$ cat config.mk
export PLATFORM = sky130hd
export DESIGN_NAME = valve_sequencer
export DESIGN_NICKNAME = d
export VERILOG_FILES = /design/src/rtl/valve_sequencer.sv
export SDC_FILE = /design/constraint.sdc
export NUM_CORES = 1
export LEC_CHECK = 0
export ABC_AREA = 1
export CORE_UTILIZATION = 51
export DETAILED_ROUTE_END_ITERATION = 10
export PLACE_DENSITY = 0.75
export REMOVE_ABC_BUFFERS = 1
export SYNTH_ARGS = -nofsm -noshare
export SYNTH_HDL_FRONTEND = slang
export SYNTH_SLANG_ARGS = --single-unit
$ cat constraint.sdc
create_clock -name clk -period 2.01 [get_ports clk]
set_input_delay 0.402 -clock clk [delete_from_list [all_inputs] [get_ports clk]]
set_output_delay 0.402 -clock clk [all_outputs]
set_load 0.03 [all_outputs]
$ cat src/rtl/valve_sequencer.sv
// Valve sequencer: fetches 13-bit instructions from a synchronous-read store
// and drives 8 valves. Optional build macro: VALVE_SEQ_LOOP_EN (restart program on count end).
module valve_sequencer #(
  parameter int unsigned TICK_DIV  = 100000,
  parameter int unsigned MEM_DEPTH = 100
) (
  input  logic        clk,
  input  logic        rst,
  input  logic        start,
  input  logic        stop,
  input  logic [6:0]  instr_count,
  output logic [6:0]  rd_addr,
  input  logic [12:0] rd_data,
  output logic [7:0]  valves,
  output logic        busy,
  output logic        done
);

  localparam int unsigned PW     = (TICK_DIV > 1) ? $clog2(TICK_DIV) : 1;
  localparam logic [7:0]  DEPTH8 = 8'(MEM_DEPTH);

  localparam logic [1:0] OP_SETV = 2'b00;
  localparam logic [1:0] OP_WAIT = 2'b01;
  localparam logic [1:0] OP_HALT = 2'b11;

  typedef enum logic [1:0] {S_IDLE, S_FETCH, S_EXEC, S_WAIT} state_t;

  state_t        r_state;
  logic [6:0]    r_pc;
  logic [7:0]    r_count;
  logic [6:0]    r_rd_addr;
  logic [7:0]    r_valves;
  logic          r_busy;
  logic          r_done;
  logic [PW-1:0] r_presc;
  logic [10:0]   r_dwell;

  logic [7:0]  w_eff;
  logic [7:0]  w_pc_inc;
  logic [1:0]  w_op;
  logic [10:0] w_arg;
  logic        w_tick;
  logic        w_advance;
  logic        w_end;
  logic [6:0]  w_next_pc;

  assign w_eff    = ({1'b0, instr_count} < DEPTH8) ? {1'b0, instr_count} : DEPTH8;
  assign w_pc_inc = {1'b0, r_pc} + 8'd1;
  assign w_op     = rd_data[12:11];
  assign w_arg    = rd_data[10:0];
  assign w_tick   = (r_presc == PW'(TICK_DIV - 1));

  // Instruction retires: SETV/NOP/zero-length WAIT from EXEC, or last tick of a dwell.
  assign w_advance = ((r_state == S_EXEC) && (w_op != OP_HALT) &&
                      !((w_op == OP_WAIT) && (w_arg != 11'd0))) ||
                     ((r_state == S_WAIT) && w_tick && (r_dwell == 11'd1));

  // End-of-count either finishes the run or wraps to address 0.
  always_comb begin
    w_end     = (w_pc_inc == r_count);
    w_next_pc = 7'(w_pc_inc);
`ifdef VALVE_SEQ_LOOP_EN
    if (w_end) begin
      w_end     = 1'b0;
      w_next_pc = 7'd0;
    end
`endif
  end

  always_ff @(posedge clk or posedge rst) begin
    if (rst) begin
      r_state   <= S_IDLE;
      r_pc      <= 7'd0;
      r_count   <= 8'd0;
      r_rd_addr <= 7'd0;
      r_valves  <= 8'd0;
      r_busy    <= 1'b0;
      r_done    <= 1'b0;
      r_presc   <= '0;
      r_dwell   <= 11'd0;
    end else begin
      r_done <= 1'b0;
      if (stop) begin
        r_state  <= S_IDLE;
        r_busy   <= 1'b0;
        r_valves <= 8'd0;
      end else begin
        case (r_state)
          S_IDLE: begin
            if (start) begin
              r_count <= w_eff;
              if (w_eff == 8'd0) begin
                r_done <= 1'b1;
              end else begin
                r_state   <= S_FETCH;
                r_busy    <= 1'b1;
                r_pc      <= 7'd0;
                r_rd_addr <= 7'd0;
              end
            end
          end
          S_FETCH: r_state <= S_EXEC;
          S_EXEC: begin
            if (w_op == OP_SETV) begin
              r_valves <= rd_data[7:0];
            end else if ((w_op == OP_WAIT) && (w_arg != 11'd0)) begin
              r_state <= S_WAIT;
              r_presc <= '0;
              r_dwell <= w_arg;
            end else if (w_op == OP_HALT) begin
              r_state <= S_IDLE;
              r_busy  <= 1'b0;
              r_done  <= 1'b1;
            end
          end
          S_WAIT: begin
            if (w_tick) begin
              r_presc <= '0;
              r_dwell <= r_dwell - 11'd1;
            end else begin
              r_presc <= r_presc + PW'(1);
            end
          end
          default: r_state <= S_IDLE;
        endcase

        if (w_advance) begin
          if (w_end) begin
            r_state <= S_IDLE;
            r_busy  <= 1'b0;
            r_done  <= 1'b1;
          end else begin
            r_state   <= S_FETCH;
            r_pc      <= w_next_pc;
            r_rd_addr <= w_next_pc;
          end
        end
      end
    end
  end

  assign rd_addr = r_rd_addr;
  assign valves  = r_valves;
  assign busy    = r_busy;
  assign done    = r_done;

endmodule

-- Word level (Yosys, flattened, before mapping)
Index checks and enable logic that the tools add are counted.
- register bits: 62
- latch bits: 0
- bits in writable memories: 0
- bits in read-only memories: 0
- input bits: 24
- output and inout port bits: 17
- memories kept: 0
- add/subtract/negate cells: 3
- multipliers: 0
- divide/modulo/power cells: 0
- magnitude comparators: 1
- equal/unequal tests: 16
- shift-type cells: 0
- muxes and demuxes: 49
- bitwise logic cells: 1
- reductions and logical operators: 20
- operator list (cell ; count):
    2-to-1 mux 7 bit ; 11
    2-to-1 mux 17 bit ; 3
    case mux 17 bit (2 select lines) ; 1
    2-to-1 mux 11 bit ; 3
    2-to-1 mux 8 bit ; 3
    case mux 11 bit (2 select lines) ; 1
    adder 17 x 1 -> 17 bit, second input constant ; 1
    == test 17 bit, second input constant ; 1
    2-to-1 mux 1 bit ; 17
    2-to-1 mux 2 bit ; 7
    != test 4 bit, second input constant ; 3
    == test 11 x 1 -> 1 bit, second input constant ; 1
    nonzero test 11 bit ; 1
    subtractor 11 x 1 -> 11 bit, second input constant ; 1
    AND reduction 5 bit ; 2
    adder 7 x 1 -> 8 bit, second input constant ; 1
    == test 8 bit ; 1
    zero test 8 bit ; 1
    less-than comparator 7 bit, second input constant ; 1
    == test 2 bit, second input constant ; 3
    != test 2 bit, second input constant ; 3
    case mux 2 bit (3 select lines) ; 1
    nonzero test 2 bit ; 3
    logical AND 1 bit ; 5
    12 further kinds ; 15

-- Logic depth before layout (Yosys ltp)
- depth in word-level cells: 9
- mapped depth: 14

-- Least setup slack after synthesis
No wires, ideal clock.
- path type: register to register
- start: register r_pc[0]
- end: register r_rd_addr[2], in the netlist rd_addr[2]
- setup time: 66 ps
- arrival time: 1675 ps
- setup slack: 269 ps
- stages on the path, launching flop included: 13
- buffers on the path: 1
- path through: dfrtp_1 > ha_1 > inv_1 > nand2_1 > nand2_1 > nor2_1 > nand3_1 > nor2_1 > nand4_4 > nand3_4 > buf_6 > nand3_1 > nand2_1
- longest elaborated chain between the ends: 4
- RTL lines (element ; line ; source):
    from (decl) ; 29 ; logic [6:0] r_pc;
    from (signal assigned) ; 134 ; r_pc <= w_next_pc;
    adder 7 x 1 -> 8 bit * ; 48 ; assign w_pc_inc = {1'b0, r_pc} + 8'd1;
    == test 8 bit ; 60 ; w_end = (w_pc_inc == r_count);
    2-to-1 mux 7 bit * ; 128 ; if (w_end) begin
    2-to-1 mux 7 bit * ; 127 ; if (w_advance) begin
    to (signal assigned) ; 135 ; r_rd_addr <= w_next_pc;
    to (decl) ; 31 ; logic [6:0] r_rd_addr;
Mark *: on every way between the ends. The rest lies on a longest branch, timed or not.
A chain may end at the register's enable or synchronous reset.

-- Final worst setup path
- start: register r_presc[1]
- end: register r_pc[5]
- longest elaborated chain between the ends: 5
- RTL lines (element ; line ; source):
    from (decl) ; 35 ; logic [PW-1:0] r_presc;
    from (signal assigned) ; 121 ; r_presc <= r_presc + PW'(1);
    == test 17 bit ; 51 ; assign w_tick = (r_presc == PW'(TICK_DIV - 1));
    logical AND 1 bit (2 in a row) ; 56 ; ((r_state == S_WAIT) && w_tick && (r_dwell == 11'd1));
    logical OR 1 bit ; 55 ; !((w_op == OP_WAIT) && (w_arg != 11'd0))) ||
    2-to-1 mux 7 bit ; 127 ;
Every way passes these cells.

==> results_dict.tcl <==
set metrics [dict create \
    crit_type "flip-flop to flip-flop" \
    start_util_pct 52.7 \
    antenna_found_initial 0 \
    syn_area_um2 3580 \
    fp.dieH_um 85.8 \
    layout-drive-gt1-share_pct 15.1 \
    chipWidth_um 85.8 \
    crit_arrival_ns 2.13 \
    p_seq_share_pct 37.5 \
    startpoint_type "flip-flop" \
    drv_slew 0 \
    grt_max_degree 29 \
    fin_util_pct 68.9 \
    worstMarginPinSlew_ns 0.435 \
    grt_usage_pct 24.8 \
    grt_overflow 0 \
    core_um2 6790 \
    nets 590 \
    cts_tree "done" \
    hold_path_class "input pin to asynchronous set/reset pin" \
    yosysWarnings 0 \
    fin_crit_sh_pct 94.5 \
    yosys.cell_types.count 37 \
    fmax_ghz 0.527 \
    portBuffers 40 \
    skew_ns 0.00671 \
    maxCapViolCount 0 \
    status "complete, no violations" \
    antennaDiodeCount 0 \
    swShare_pct 38.0 \
    finalWorstSetupSlack_ns 0.111 \
    synth_ff_type "dfrtp_1" \
    dr.pass1.iters 4 \
    setup_tns_ns 0 \
    regArea_um2 1530 \
    ys_seq_elements 61 \
    avgSynthCellArea_um2 7.42 \
    fin_crit_ns 1.90 \
    post-place-ws_ns -0.148 \
    synth_edf_count 0 \
    multi_input_area_um2 1820 \
    cts-root-buf "clkbuf_8" \
    ant_nets 0 \
    grt_pass1_vias 3232 \
    p_sw_mw 1.82 \
    seq_area_frac_synth_pct 42.7 \
    drcViolationCount 0 \
    die_area_um2 7360 \
    wl_per_cell_um 12.8 \
    h-tree-depth 3 \
    grt_pass1_wl_um 14300 \
    dp_hpwl_um 6220 \
    fin_total_pwr_mw 4.79 \
    maxSlewHeadroom_pct 70.8 \
    setup-violations-final 0 \
    cts_num_sinks 61 \
    vdd_ir_drop_max_uv 610 \
    clk_pin_slew_ns 0.07 \
    gp_congestion 0.901 \
    hold_violations 0 \
    drt-initial-drc-count 263 \
    syn_to_final_growth_pct 30.8 \
    synthArstFlopShare_pct 100 \
    postCtsHoldBufs 0 \
    via_per_inst 5.28 \
    cts_made_buffers 9 \
    p_int_mw 2.97 \
    clkLatencyLatePin_ns 0.34 \
    syn-instance-count 482 \
    floorplan.rows 30 \
    routed_wl_um 8440 \
    end_kind "flip-flop" \
    critPathMaxFanout 4 \
    leakage_nw 2.15 \
    io_pins 41 \
    fillers 562 \
    clock_path_buffers 2 \
    power.density_nw_per_um2 1020 \
    clkPwrFrac_pct 25.7 \
    rsz0062_at_grt "true" \
    vias 3482 \
    comb_power_share_pct 36.8 \
    worstPathRequired_ns 2.24 \
]
-- sequential cells by signal (all words and copies together), names as in the netlist --
name and cells:
busy 1, r_dwell 11, rd_addr 7, done 1, r_pc 7, r_state 2, r_presc 17, valves 8
r_count 7
-- cell usage in the layout, fill, tap and decap left out, types with 2 or more instances in the layout --
master           instances
nand3_2                  8
nor4_1                   3
buf_4                   30
clkbuf_8                10
nand3_1                 49
bufinv_16                2
xor2_1                  11
o211ai_1                 4
nand2_1                114
dfrtp_1                 61
nand2_2                  8
ha_1                     6
nor3_1                   5
clkinv_2                 2
nand4_1                 14
o22ai_1                 15
o21ai_0                 29
nor2_1                  35
buf_12                   4
a21oi_1                 13
inv_1                   68
nor2_2                   5
inv_2                    2
clkdlybuf4s50_1         40
-- through the flow --
| step | hold slack, ns | area, um^2 | cells |
|---|---|---|---|
| 2_1_floorplan | 0.465 | 3520 | 471 |
| 3_3_place_gp | 0.487 | 4320 | 639 |
| 3_5_place_dp | 0.496 | 4320 | 639 |
| 4_1_cts | 0.301 | 4560 | 656 |
| 5_1_grt | 0.327 | 4680 | 659 |
| 6_report | 0.302 | 4680 | 659 |
-- cells by family (layout without fill, tap and decap cells) --
group / after synthesis / in the layout / synth area share (%)
AND/OR/NAND/NOR: 248 / 249 / 31.2
AO/OA/AOI/OAI: 70 / 70 / 11.2
flip-flops: 61 / 61 / 42.7
adder cells (fa/ha/maj): 8 / 8 / 2.80
XOR/XNOR: 12 / 12 / 2.94
buffers and inverters: 83 / 163 / 9.23
-- cell type report --
class	instances	area share, %
Multi-Input combinational cell	339	38.9
Sequential cell	61	32.6
Timing Repair Buffer	75	15.3
Inverter	72	5.83
Clock buffer	10	2.94
Tap cell	96	2.57
Clock inverter	6	1.84
-- worst paths after layout --
path	from	endpoint	slack [ns]	depth (start not counted)
min in group clk	rd_addr[6]	rd_addr[6]	0.51	2
setup / recovery	r_presc[1]	r_pc[5]	0.11	11
max in group asynchronous	rst	r_pc[4]	1.22	3
hold reg to reg	rd_addr[6]	rd_addr[6]	0.51	2
hold / removal	rst	r_count[4]	0.30	2
setup reg to reg	r_presc[1]	r_pc[5]	0.11	11
-- critical path, cell delays in order, from the launching register on --
cell and delay (ns):
dfrtp_1 0.37, ha_2 0.20, nand2_2 0.07, nor2_4 0.12
nand4_1 0.16, nor3_4 0.22, nand2_2 0.12, nand2_4 0.13
nand3_4 0.12, buf_12 0.17, nand3_2 0.05, nand2_1 0.05
-- cells in the mapped netlist (5+ instances only) --
| library cell | n | area [um^2] |
|---|---|---|
| nand2_1 | 119 | 447 |
| inv_1 | 69 | 259 |
| dfrtp_1 | 61 | 1530 |
| nand3_1 | 56 | 280 |
| nor2_1 | 37 | 139 |
| o21ai_0 | 30 | 150 |
| o22ai_1 | 15 | 93.8 |
| nand4_1 | 14 | 87.6 |
| a21oi_1 | 13 | 65.1 |
| xor2_1 | 11 | 96.3 |
| ha_1 | 8 | 100 |
| clkbuf_1 | 5 | 18.8 |
| nor3_1 | 5 | 25.0 |
-- metal layers --
metal,vias up,global-route usage [%],wire length [um]
met1,1632,33.0,3820
met4,0,11.8,221
li1,1730,-,-
met5,-,0,0
met2,96,39.7,4040
met3,24,4.04,362
-- power by group through the flow --
stage / Combinational (mW) / Sequential (mW) / Clock (mW)
after CTS: 1.70 / 1.78 / 1.25
after floorplan: 1.10 / 1.80 / 0
after global placement: 1.62 / 1.79 / 0
after global routing: 1.99 / 1.84 / 1.30
after detailed placement: 1.67 / 1.80 / 0
final: 1.76 / 1.80 / 1.23
-- timing repair --
item | 4_1_cts | 5_1_grt
pin swaps | 4 | 18
setup buffers | 0 | 3
gates resized for setup | 2 | 22
cloned | 1 | 0
endpoints found under the setup margin | 8 | 31
hold endpoints to repair | 0 | 0
(Power assumes the default switching activity.)
